[src/rtl/alu_dispatch_pkg.sv]
// Shared opcode / function-code constants and small decode helpers for the ALU dispatcher.
package alu_dispatch_pkg;

    localparam logic [6:0] OPC_OP    = 7'b0110011;
    localparam logic [6:0] OPC_OPIMM = 7'b0010011;

    localparam logic [2:0] F3_SLL = 3'b001;
    localparam logic [2:0] F3_SR  = 3'b101;

    localparam logic [6:0] F7_ZERO = 7'b0000000;

    function automatic logic is_shift(input logic [2:0] fun3);
        return (fun3 == F3_SLL) || (fun3 == F3_SR);
    endfunction

    function automatic logic is_legal(input logic [6:0] opcode);
        return (opcode == OPC_OP) || (opcode == OPC_OPIMM);
    endfunction

endpackage

[src/rtl/alu_operand_sel.sv]
// Combinational operand former: picks rs2 vs immediate, derives fun7 and masks shift amounts.
module alu_operand_sel
    import alu_dispatch_pkg::*;
#(
    parameter int XLEN = 32
) (
    input  logic [6:0]      opcode_i,
    input  logic [2:0]      fun3_i,
    input  logic [6:0]      fun7_i,
    input  logic [XLEN-1:0] rs2_i,
    input  logic [XLEN-1:0] imm_i,
    output logic [6:0]      fun7_o,
    output logic [XLEN-1:0] rs2_o,
    output logic            legal_o
);

    logic [XLEN-1:0] raw_rs2;

    always_comb begin
        raw_rs2 = rs2_i;
        fun7_o  = fun7_i;
        if (opcode_i == OPC_OPIMM) begin
            raw_rs2 = imm_i;
            // Only SRLI/SRAI carry a meaningful fun7, taken from the upper immediate bits.
            fun7_o  = (fun3_i == F3_SR) ? imm_i[11:5] : F7_ZERO;
        end
        rs2_o = is_shift(fun3_i) ? {{(XLEN-5){1'b0}}, raw_rs2[4:0]} : raw_rs2;
    end

    assign legal_o = is_legal(opcode_i);

endmodule

[src/rtl/alu_dispatch.sv]
// Execute-stage dispatcher: latches one OP/OP-IMM instruction, drives the ALU start/busy/done
// handshake with a WAIT timeout, and holds the result for writeback until accepted.
module alu_dispatch
    import alu_dispatch_pkg::*;
#(
    parameter int XLEN    = 32,
    parameter int TIMEOUT = 16
) (
    input  logic            clk_i,
    input  logic            reset_i,
    input  logic            in_valid_i,
    output logic            in_ready_o,
    input  logic [6:0]      in_opcode_i,
    input  logic [2:0]      in_fun3_i,
    input  logic [6:0]      in_fun7_i,
    input  logic [XLEN-1:0] in_rs1_i,
    input  logic [XLEN-1:0] in_rs2_i,
    input  logic [XLEN-1:0] in_imm_i,
    input  logic [4:0]      in_rd_i,
    output logic            alu_start_o,
    output logic [2:0]      alu_fun3_o,
    output logic [6:0]      alu_fun7_o,
    output logic [XLEN-1:0] alu_rs1_o,
    output logic [XLEN-1:0] alu_rs2_o,
    input  logic            alu_busy_i,
    input  logic            alu_done_i,
    input  logic [XLEN-1:0] alu_res_i,
    input  logic            alu_zero_i,
    input  logic            alu_neg_i,
    output logic            wb_valid_o,
    input  logic            wb_ready_i,
    output logic            wb_we_o,
    output logic [4:0]      wb_rd_o,
    output logic [XLEN-1:0] wb_data_o,
    output logic            wb_zero_o,
    output logic            wb_neg_o,
    output logic            wb_err_o
);

    localparam logic [1:0] S_IDLE  = 2'd0;
    localparam logic [1:0] S_ISSUE = 2'd1;
    localparam logic [1:0] S_WAIT  = 2'd2;
    localparam logic [1:0] S_WB    = 2'd3;

    localparam int            CW       = $clog2(TIMEOUT + 1);
    localparam logic [CW-1:0] CNT_LAST = CW'(TIMEOUT - 1);

    logic [1:0]      state_q, state_d;
    logic [CW-1:0]   cnt_q;
    logic [2:0]      fun3_q;
    logic [6:0]      fun7_q;
    logic [XLEN-1:0] rs1_q, rs2_q;
    logic [4:0]      rd_q;
    logic [XLEN-1:0] wb_data_q;
    logic            wb_we_q, wb_zero_q, wb_neg_q, wb_err_q;

    logic [6:0]      sel_fun7;
    logic [XLEN-1:0] sel_rs2;
    logic            sel_legal;
    logic            accept;
    logic            timed_out;

    alu_operand_sel #(.XLEN(XLEN)) u_operand_sel (
        .opcode_i (in_opcode_i),
        .fun3_i   (in_fun3_i),
        .fun7_i   (in_fun7_i),
        .rs2_i    (in_rs2_i),
        .imm_i    (in_imm_i),
        .fun7_o   (sel_fun7),
        .rs2_o    (sel_rs2),
        .legal_o  (sel_legal)
    );

    assign accept    = in_valid_i && (state_q == S_IDLE);
    assign timed_out = (cnt_q == CNT_LAST);

    always_ff @(posedge clk_i) begin
        if (reset_i) begin
            state_q <= S_IDLE;
        end else begin
            state_q <= state_d;
        end
    end

    always_comb begin
        state_d = state_q;
        case (state_q)
            S_IDLE:  if (in_valid_i) state_d = sel_legal ? S_ISSUE : S_WB;
            S_ISSUE: if (!alu_busy_i) state_d = S_WAIT;
            S_WAIT:  if (alu_done_i || timed_out) state_d = S_WB;
            S_WB:    if (wb_ready_i) state_d = S_IDLE;
            default: state_d = S_IDLE;
        endcase
    end

    always_comb begin
        in_ready_o  = (state_q == S_IDLE);
        alu_start_o = (state_q == S_ISSUE) && !alu_busy_i;
        wb_valid_o  = (state_q == S_WB);
    end

    always_ff @(posedge clk_i) begin
        if (reset_i) begin
            cnt_q     <= '0;
            fun3_q    <= '0;
            fun7_q    <= '0;
            rs1_q     <= '0;
            rs2_q     <= '0;
            rd_q      <= '0;
            wb_data_q <= '0;
            wb_we_q   <= 1'b0;
            wb_zero_q <= 1'b0;
            wb_neg_q  <= 1'b0;
            wb_err_q  <= 1'b0;
        end else begin
            case (state_q)
                S_IDLE: if (accept) begin
                    rd_q      <= in_rd_i;
                    wb_data_q <= '0;
                    wb_we_q   <= 1'b0;
                    wb_zero_q <= 1'b0;
                    wb_neg_q  <= 1'b0;
                    wb_err_q  <= !sel_legal;
                    if (sel_legal) begin
                        fun3_q <= in_fun3_i;
                        fun7_q <= sel_fun7;
                        rs1_q  <= in_rs1_i;
                        rs2_q  <= sel_rs2;
                    end
                end
                S_ISSUE: cnt_q <= '0;
                S_WAIT: begin
                    cnt_q <= cnt_q + CW'(1);
                    // A done arriving on the last allowed cycle still counts as success.
                    if (alu_done_i) begin
                        wb_data_q <= alu_res_i;
                        wb_zero_q <= alu_zero_i;
                        wb_neg_q  <= alu_neg_i;
                        wb_we_q   <= (rd_q != 5'd0);
                        wb_err_q  <= 1'b0;
                    end else if (timed_out) begin
                        wb_data_q <= '0;
                        wb_we_q   <= 1'b0;
                        wb_err_q  <= 1'b1;
                    end
                end
                default: ;
            endcase
        end
    end

    assign alu_fun3_o = fun3_q;
    assign alu_fun7_o = fun7_q;
    assign alu_rs1_o  = rs1_q;
    assign alu_rs2_o  = rs2_q;
    assign wb_we_o    = wb_we_q;
    assign wb_rd_o    = rd_q;
    assign wb_data_o  = wb_data_q;
    assign wb_zero_o  = wb_zero_q;
    assign wb_neg_o   = wb_neg_q;
    assign wb_err_o   = wb_err_q;

endmodule

[config.mk]
export PLATFORM = sky130hd
export DESIGN_NAME = alu_dispatch
export DESIGN_NICKNAME = d
export VERILOG_FILES = /design/src/rtl/alu_dispatch_pkg.sv /design/src/rtl/alu_operand_sel.sv /design/src/rtl/alu_dispatch.sv
export SDC_FILE = /design/constraint.sdc
export NUM_CORES = 1
export LEC_CHECK = 0
export ABC_CLOCK_PERIOD_IN_PS = 2450
export CAP_MARGIN = 20
export CORE_MARGIN = 5
export CORE_UTILIZATION = 38
export CTS_BUF_LIST = sky130_fd_sc_hd__clkbuf_16
export DETAILED_ROUTE_END_ITERATION = 8
export GPL_TIMING_DRIVEN = 0
export PLACE_DENSITY = 0.89
export SLEW_MARGIN = 40
export SYNTH_ARGS = -nofsm -noshare
export SYNTH_HDL_FRONTEND = slang
export SYNTH_SLANG_ARGS = --single-unit
[constraint.sdc]
create_clock -name clk_i -period 2.45 [get_ports clk_i]
set_clock_uncertainty 0.05 [all_clocks]
set_input_delay 0.6125 -clock clk_i [delete_from_list [all_inputs] [get_ports clk_i]]
set_output_delay 0.6125 -clock clk_i [all_outputs]
set_load 0.03 [all_outputs]
=== Word level (Yosys, flattened, before mapping) ===
Index checks and enable logic that the tools add are counted.

* Register bits after elaboration: 122
* Bits of input ports: 158
* Output and inout bits: 118

* Add/sub/neg operators: 1
* Equality and inequality tests: 15
* Mux-type cells: 27
* Reduce and logical (&&, ||, !) cells: 16

{| class="wikitable"
|+ Operators with widths
! cell !! number
|-
| 32-bit 2-to-1 mux || 5
|-
| 32-bit one-hot mux with 2 select lines || 1
|-
| 7-bit 2-to-1 mux || 2
|-
| 2-bit 2-to-1 mux || 5
|-
| 5-bit one-hot mux with 2 select lines || 1
|-
| 3-bit AND reduction || 3
|-
| 1-bit 2-to-1 mux || 8
|-
| 2-bit inequality test, second input constant || 4
|-
| 1-bit one-hot mux with 2 select lines || 4
|-
| 2-bit one-hot mux with 4 select lines || 1
|-
| 7-bit by 5-bit == test with 1-bit output, second input constant || 1
|-
| 7-bit by 6-bit == test with 1-bit output, second input constant || 1
|-
| 5-bit by 1-bit adder with 5-bit output, second input constant || 1
|-
| 5-bit by 4-bit == test with 1-bit output, second input constant || 1
|-
| 5-bit nonzero test || 1
|-
| 2-bit == test, second input constant || 2
|-
| 2-bit by 1-bit inequality test with 1-bit output, second input constant || 2
|-
| 4-bit AND reduction || 1
|-
| 2-bit nonzero test || 2
|-
| 3-bit by 1-bit == test with 1-bit output, second input constant || 1
|-
| 3-bit == test, second input constant || 1
|-
| 1-bit logical OR || 3
|-
| 3-bit inequality test, second input constant || 1
|-
| 2-bit by 1-bit == test with 1-bit output, second input constant || 1
|-
| 4 further kinds || 6
|}

=== Logic depth before layout (Yosys ltp) ===
Gate-level depths: netlist (run 1).

* Depth after elaboration: 5
* Mapped depth: 10
* Depth with buffers taken out: 6

=== Modules after synthesis ===
From an unflattened synthesis (run 1), not the netlist that was laid out.

* Cells, all modules: 659
* Area, all modules: 5170.0 um2

{| class="wikitable"
|+ By module, submodules not included
! module !! times used !! cells an instance !! area an instance (um2) !! sequential area each (um2)
|-
| alu_dispatch || 1 || 528 || 4451.8 || 2442.3
|-
| alu_operand_sel || 1 || 131 || 718.2 || 0.0
|}

=== Least setup slack after synthesis (run 1) ===
OpenSTA, ideal clock, no wires.

* Path type: register to register
* From: reg state_q[0]
* To: reg rs2_q[10], in the netlist alu_rs2_o[10]
* Setup time: 0.070 ns
* Arrival: 2.258 ns
* Required time: 2.330 ns
* Slack: 0.071 ns
* Stages on the path, launching flop included: 11
* Path buffers: 4
* Period minus slack after synthesis: 2.379 ns
* Cell sequence: dfxtp_1 > inv_1 > ha_1 > buf_2 > nand2_2 > or3_1 > buf_2 > or3_1 > buf_6 > buf_6 > o2bb2ai_1

* Cells in the longest elaborated chain, start to end: 3

{| class="wikitable"
|+ Ends and longest elaborated chain
! item !! RTL line !! source
|-
| from (decl) || alu_dispatch.sv:48 || <nowiki>logic [1:0] state_q, state_d;</nowiki>
|-
| from (signal assigned) || alu_dispatch.sv:81 || <nowiki>state_q <= state_d;</nowiki>
|-
| 2-bit logical NOT * || - ||
|-
| named net in_ready_o || alu_dispatch.sv:12 || <nowiki>output logic in_ready_o,</nowiki>
|-
| 1-bit logical AND || alu_dispatch.sv:74 || <nowiki>assign accept = in_valid_i && (state_q == S_IDLE);</nowiki>
|-
| 3-bit AND reduction (no source line) * || - ||
|-
| to (signal assigned) || alu_dispatch.sv:128 || <nowiki>rs2_q <= sel_rs2;</nowiki>
|-
| to (decl) || alu_dispatch.sv:52 || <nowiki>logic [XLEN-1:0] rs1_q, rs2_q;</nowiki>
|}

Mark *: on every way through the listed nets, which the timed path passes. The rest lies on a longest branch.
A chain may end at the register's enable or synchronous reset.

=== Worst setup path in the final report (run 1) ===
* From: in in_opcode_i[3]
* To: reg rs2_q[7], in the netlist alu_rs2_o[7]

* Cells in the longest elaborated chain, start to end: 3
* Elaborated cells between the ends (all ways): 6
* Those cells by class: eq/ne (2); mux (2); reduce/logical (2)

{| class="wikitable"
|+ Ends and longest elaborated chain
! item !! RTL line !! source
|-
| from (decl) || alu_dispatch.sv:13 || <nowiki>input logic [6:0] in_opcode_i,</nowiki>
|-
| 7-bit by 5-bit == test with 1-bit output / 7-bit by 6-bit == test with 1-bit output (equally long branches) || alu_dispatch_pkg.sv:17, alu_operand_sel.sv:22 ||
|-
| 32-bit 2-to-1 mux / 1-bit logical OR (equally long branches) || alu_operand_sel.sv:22, alu_dispatch_pkg.sv:17 ||
|-
| 32-bit 2-to-1 mux / 3-bit AND reduction (equally long branches) || - ||
|}

Several ways; a longest one is shown, not always the timed one.

==> results of run 1 <==
-- logic make-up (layout without fill, tap and decap cells) --
family,count (synthesis),in the layout,share of synthesized area (%)
DFF,122,122,52.3
muxes,32,32,6.86
and+or+nand+nor,175,175,16.2
buffers and inverters,45,354,4.18
AOI/OAI and AO/OA,128,128,18.9
adders and majority gates,6,6,1.61
-- cells in the mapped netlist, types with 3 or more instances --
cell       number  area, um^2
a211oi_1        6        45.0
a21oi_1        48         240
a221oi_1        7        61.3
a22oi_1        33         248
and3_1          3        18.8
buf_1           4        15.0
buf_2           3        15.0
buf_6           3        33.8
clkbuf_1       31         116
dfxtp_1       122        2440
ha_1            6        75.1
inv_1           4        15.0
mux2i_1        32         320
nand2_1        82         308
nand2b_1        5        31.3
nand3_1         7        35.0
nor2_1         53         199
nor2b_1         3        18.8
nor3_1          8        40.0
o21ai_0         3        15.0
o2bb2ai_1      27         236
or3_1           3        18.8
-- layout by cell type (no fill, tap or decap), drive strengths merged --
master         count
a211oi             6
a21oi             48
a221oi             7
a22oi             33
a311o              1
and3               3
and3b              1
and4b              1
buf               12
bufinv             5
clkbuf            49
clkdlybuf4s50    270
clkinv             8
clkinvlp           1
dfxtp            122
dlygate4sd2        2
dlymetal6s2s       2
ha                 6
inv                5
mux2i             32
nand2             83
nand2b             5
nand3              7
nand3b             1
nand4              1
nand4b             1
nor2              53
nor2b              3
nor3               9
nor3b              1
o2111ai            1
o211ai             1
o21ai              3
o22a               1
o2bb2ai           27
or2                2
or3                3
or4                1
-- area by class of cell --
type	instances	area, um^2
Multi-Input combinational cell	341	2060
Tap cell	147	184
Clock inverter	15	206
Sequential cell	122	2440
Buffer	41	188
Clock buffer	17	425
Inverter	4	15.0
Fill cell	904	3730
Timing Repair Buffer	277	2770
-- worst min-delay path by stage --
stage,slack [ps],cells past startpoint,end,startpoint
floorplan,390,2,cnt_q[3],cnt_q[3]
global placement,390,2,alu_rs1_o[5],alu_rs1_o[5]
detailed placement,400,2,wb_we_o,wb_we_o
CTS,400,2,alu_rs1_o[15],alu_rs1_o[15]
global route,430,1,alu_rs2_o[20],alu_rs2_o[20]
finish,400,2,alu_rs1_o[17],alu_rs1_o[17]
-- critical path: stages --
cell             delay, ps
clkdlybuf4s50_1        410
or2_1                  290
or3_1                  350
buf_4                  170
or3_1                  360
buf_6                  160
buf_6                  140
o2bb2ai_1              160
-- metal layers --
metal / part of all wire, % / track usage, %
met1: 38 / 24.2
met2: 50 / 39.0
met3: 9.3 / 9.54
met4: 3.2 / 10.8
met5: 0 / 0
-- power breakdown --
group | total (mW) | switching [mW] | internal [mW]
Clock | 2.69 | 0.901 | 1.79
Sequential | 2.14 | 0.0568 | 2.08
Combinational | 1.47 | 0.825 | 0.644
-- what timing repair did --
item	in CTS	in global routing
setup buffers	1	2
endpoints found under the setup margin	23	69
gates resized for setup	5	9
hold buffers	0	0
pin swaps	0	2
-- registers in the layout, indices dropped and copies added (netlist names) --
signal and flops:
alu_rs1_o 32, alu_rs2_o 32, wb_data_o 32, alu_fun7_o 7, cnt_q 5, wb_rd_o 5, alu_fun3_o 3, state_q 2
wb_err_o 1, wb_neg_o 1, wb_we_o 1, wb_zero_o 1
==> flow_metrics.py, run 1 <==
metrics = {
    "outcome": {
        "status": "finished clean",
    },
    "floorplan": {
        "row_count": 40,
        "dieHeight_um": 121,
        "core_area_mm2": 0.0120,
        "die-area_mm2": 0.0146,
        "start_util_pct": 38.9,
        "ios": 276,
        "die_w_um": 121,
    },
    "cts": {
        "cts_tree": "done",
        "h-tree-depth": 4,
        "root_buffer": "clkbuf_16",
        "clkLatencyLatePin_ps": 410,
        "clk_path_buf_depth": 2,
        "cts_made_buffers": 17,
        "cts.sinks": 122,
        "clk_pin_slew_worst_paths_ps": 60,
    },
    "power": {
        "power_density_mw_per_mm2": 760,
        "peakVddDrop_mv": 0.476,
        "p_leak_nw": 3.15,
        "power.total_mw": 6.29,
    },
    "setup_path": {
        "rrSetupSlack_ps": 140,
        "endpoint_kind": "flop",
        "required_ps": 2740,
        "reg2reg_to": "alu_rs2_o[7]",
        "crit_path_end": "alu_rs2_o[7]",
        "r2r-start": "state_q[0]",
        "path_max_fanout": 10,
        "reg2reg_depth": 10,
        "worst_ep_arrival_time_ps": 2650,
        "crit_path_start": "in_opcode_i[3]",
        "startpoint_type": "primary input",
        "worstSetupPathType": "in -> reg",
    },
    "min_path": {
        "min_path_type": "reg -> reg",
    },
    "sta": {
        "tns_ps": 0,
        "rsz0062_at_grt": "false",
        "fmax_ghz": 0.423,
        "fin_crit_ps": 2360,
        "holdWs_ps": 401,
        "min_period_over_period_pct": 96.4,
        "hold_violations": 0,
        "setup_viol": 0,
        "slew_headroom_pct": 62.0,
        "maxSlewViolCount": 0,
        "tightest_slew_ps": 570,
        "setup_ws_ps": 87.9,
    },
    "drt": {
        "avgViaCountPerCell": 4.99,
        "drtIter0Drc": 238,
        "totalWireLength_um": 16600,
        "first_pass_iters": 4,
        "drc": 0,
        "ant_nets": 0,
        "vias": 4813,
        "wire_per_inst_um": 17.3,
    },
    "flow_run": {
        "maxCapViolCount": 0,
    },
    "synth": {
        "synth_cell_types": 37,
        "ys_ff_latch": 122,
        "synth.net_count": 672,
        "synth.avg_cell_area_um2": 9.19,
        "synth-main-ff-cell": "dfxtp_1",
        "netlist_instances": 508,
        "ys_warn_count": 0,
        "synth_edf_count": 0,
        "ys_seq_area_share_pct": 52.3,
        "synth_area_mm2": 0.00467,
        "async_reset_ff_share_pct": 0,
    },
    "placement": {
        "port_buffers": 274,
        "place_hpwl_um": 12800,
        "dp_cells": 929,
        "pre_cts_ws_ps": -551,
        "placed_area_mm2": 0.00759,
        "routabilityCongestion": 0.800,
    },
    "final_layout": {
        "layout-drive-gt1-share_pct": 5.63,
        "nNetsFinal": 968,
        "fin_cells": 964,
        "finalCoreUtilization_pct": 69.0,
        "antennaDiodeCount": 0,
        "final_design_area_no_fill_mm2": 0.00829,
        "area_delta_synth_final_pct": 77.5,
    },
    "global_route": {
        "grt_overflow": 0,
        "grt_pass1_wl_um": 25700,
        "grt_max_degree": 17,
        "grt_pass1_vias": 4819,
        "grt.total_usage_pct": 22.8,
        "antenna_found_initial": 0,
    },
}
(Power assumes the default switching activity.)
==> run 2: changes to the inputs <==
CORE_UTILIZATION = 42   (was 38)
DONT_BUFFER_PORTS = 1   (was not set)
PLACE_DENSITY = 0.64   (was 0.89)
SYNTH_HIERARCHICAL = 1   (was not set)
==> run 2 against run 1 <==
Sequential share of layout area is 11 points higher. Die area is 0.18% higher. Register-to-register slack better by 120 ps. Non-clock buffer count is 260 lower. Critical path depth is 5 lower. First-iteration DRC count is 23% higher. Largest power group unchanged. Wire length is 4.2% lower.
==> flow_metrics.py, run 2 <==
metrics = {
    "cts": {
        "root_buffer": "clkbuf_16",
        "cts_made_buffers": 17,
        "postCtsSetupRepairBufs": 0,
        "clk_path_buf_depth": 2,
        "hold_buffers": 0,
        "h-tree-depth": 4,
        "cts.sinks": 122,
        "clk_pin_slew_worst_paths_ps": 60,
        "cts_tree": "done",
        "clkLatencyLatePin_ps": 400,
    },
    "drt": {
        "avgViaCountPerCell": 5.54,
        "first_pass_iters": 5,
        "ant_nets": 0,
        "totalWireLength_um": 15900,
        "drc": 0,
        "vias": 4756,
        "wire_per_inst_um": 18.6,
        "drtIter0Drc": 292,
    },
    "synth": {
        "synth.avg_cell_area_um2": 7.85,
        "yosysTopAreaCell": "dfxtp_1",
        "synth_cell_types": 39,
        "ys_warn_count": 6,
        "synth.net_count": 823,
        "synth_edf_count": 0,
        "synth_area_mm2": 0.00517,
        "ys_seq_area_share_pct": 47.2,
        "post-synth-top-count-cell": "nand2_1",
        "netlist_instances": 659,
        "synth-main-ff-cell": "dfxtp_1",
        "ys_ff_latch": 122,
        "synth_commonest_cells": "nand2_1 (162), dfxtp_1 (122), a21oi_1 (114), nand3_1 (41), o21ai_0 (41)",
        "ys_top_cells_by_area": "dfxtp_1 (47%), nand2_1 (12%), a21oi_1 (11%)",
        "async_reset_ff_share_pct": 0,
        "yosysTopAreaCellShare_pct": 47.2,
    },
    "final_layout": {
        "layout-drive-gt1-share_pct": 11.3,
        "final_design_area_no_fill_mm2": 0.00604,
        "antennaDiodeCount": 0,
        "nNetsFinal": 842,
        "mostFrequentLayoutCells": "nand2_1 (162), dfxtp_1 (122), a21oi_1 (114)",
        "area_delta_synth_final_pct": 16.8,
        "mostFrequentLayoutCell": "nand2_1",
    },
    "setup_path": {
        "worst_ep_arrival_time_ps": 1550,
        "cpPeakStageDelay_ps": 540,
        "endpoint_kind": "primary output",
        "startpoint_type": "flop",
        "path_max_fanout": 3,
        "required_ps": 1790,
        "crit_buf_inv": 1,
        "crit_chain": "inv_1 > ha_1 > nor2b_1",
        "worstSetupPathType": "reg -> out",
        "crit_family": "simple AND/OR/NAND/NOR gates",
        "cp_slowest_cell": "nor2b_1",
    },
    "sta": {
        "fmax_ghz": 0.451,
        "slew_headroom_pct": 56.7,
        "min_period_over_period_pct": 90.5,
        "setup_viol": 0,
        "tns_ps": 0,
        "tightest_slew_ps": 648,
        "holdWs_ps": 287,
        "hold_violations": 0,
        "fin_crit_ps": 2220,
        "rsz0062_at_grt": "false",
        "maxSlewViolCount": 0,
    },
    "power": {
        "switching_share_pct": 27.8,
        "p_leak_nw": 2.07,
        "internal_power_mw": 4.28,
        "p_sw_mw": 1.65,
        "combPwrFrac_pct": 14.2,
        "power.share.clock_pct": 46.7,
        "peakVddDrop_mv": 0.393,
        "pwr-share-seq_pct": 39.0,
        "power_density_mw_per_mm2": 983,
    },
    "placement": {
        "routabilityCongestion": 0.933,
        "placed_area_mm2": 0.00538,
        "place_hpwl_um": 12300,
        "port_buffers": 0,
    },
    "min_path": {
        "min_path_type": "in -> reg",
    },
    "global_route": {
        "grt_pass1_wl_um": 23800,
        "grt_max_degree": 17,
        "grt.total_usage_pct": 20.7,
        "antenna_found_initial": 0,
        "grt_overflow": 0,
        "grt_pass1_vias": 4517,
    },
    "floorplan": {
        "row_count": 40,
        "start_util_pct": 42.9,
        "ios": 276,
        "die_w_um": 121,
        "core_area_mm2": 0.0121,
        "dieHeight_um": 121,
        "die-area_mm2": 0.0146,
    },
    "flow_run": {
        "maxCapViolCount": 0,
    },
    "outcome": {
        "status": "finished clean",
    },
}
## run 2: cell count changes after synthesis, sizes merged, moves of 7 or more
cell,delta
nand2,+81
a221oi,-7
clkbuf,-8
nor2,-16
mux2i,-32
buf,+25
a21oi,+66
o2bb2ai,-27
o21ai,+43
nand3,+35
## run 2: final timing paths
kind / from / endpoint / slack [ps] / depth (start not counted)
hold / removal: in_rs1_i[31] / alu_rs1_o[31] / 290 / 2
setup reg to reg: state_q[1] / alu_rs1_o[30] / 260 / 8
hold reg to reg: cnt_q[3] / cnt_q[3] / 430 / 2
setup / recovery: state_q[1] / alu_start_o / 230 / 3
## run 2: per-stage QoR
step	worst slack, ps	power, mW	util (%)	cells
floorplan	320	3.01	-	659
global placement	-351	3.18	44.6	827
detailed placement	-448	3.21	44.6	827
CTS	2.81	5.98	50.0	859
global route	59.5	6.17	50.1	859
finish	233	5.94	50.1	859
## run 2: worst register-to-register path, stage by stage (launching register included)
cell and delay [ps]:
dfxtp_1 320, inv_1 120, ha_1 500, buf_4 280, and3_1 210, buf_4 210, buf_4 210, nand2_1 90
a21oi_1 130
## run 2: power groups by stage
stage                     combinational (mW)  sequential [mW]  clock, mW
final                                  0.844             2.32       2.77
after global routing                   0.943             2.33       2.90
after CTS                              0.851             2.32       2.81
after detailed placement               0.848             2.36          0
after global placement                 0.823             2.36          0
after floorplan                        0.680             2.33          0
## run 2: layer usage
layer / wire length, um / share of wire, % / global-route usage [%]
met1: 6140 / 39 / 23.2
met2: 7750 / 49 / 35.1
met3: 1700 / 11 / 7.93
met4: 350 / 2.2 / 8.85
met5: 0 / 0 / 0
## run 2: repair_timing
| item | CTS | global route |
|---|---|---|
| resized for setup | 0 | 1 |
| hold endpoints to repair | 0 | 0 |
| setup endpoints to repair | 0 | 60 |
## run 2: cells by family after synthesis
kind of cell | share of synthesized area [%]
mux | 1.52
simple gates | 22.8
compound gates | 20.6
buf+inv | 6.36
flops | 47.2
fa+ha+maj | 1.45
## run 2: layout make-up
type                       count  area, um^2
fill                        1205        6020
sequential                   122        2440
multi-input combinational    475        2400
clock buffer                  17         425
buffer                        58         314
clock inverter                15         229
tap                          168         210
inverter                       4        15.0
==> run 3: changes to the inputs <==
SLEW_MARGIN = not set   (was 40)
==> results of run 3 <==
Final layout, timing and power as in run 2 (identical DEF).
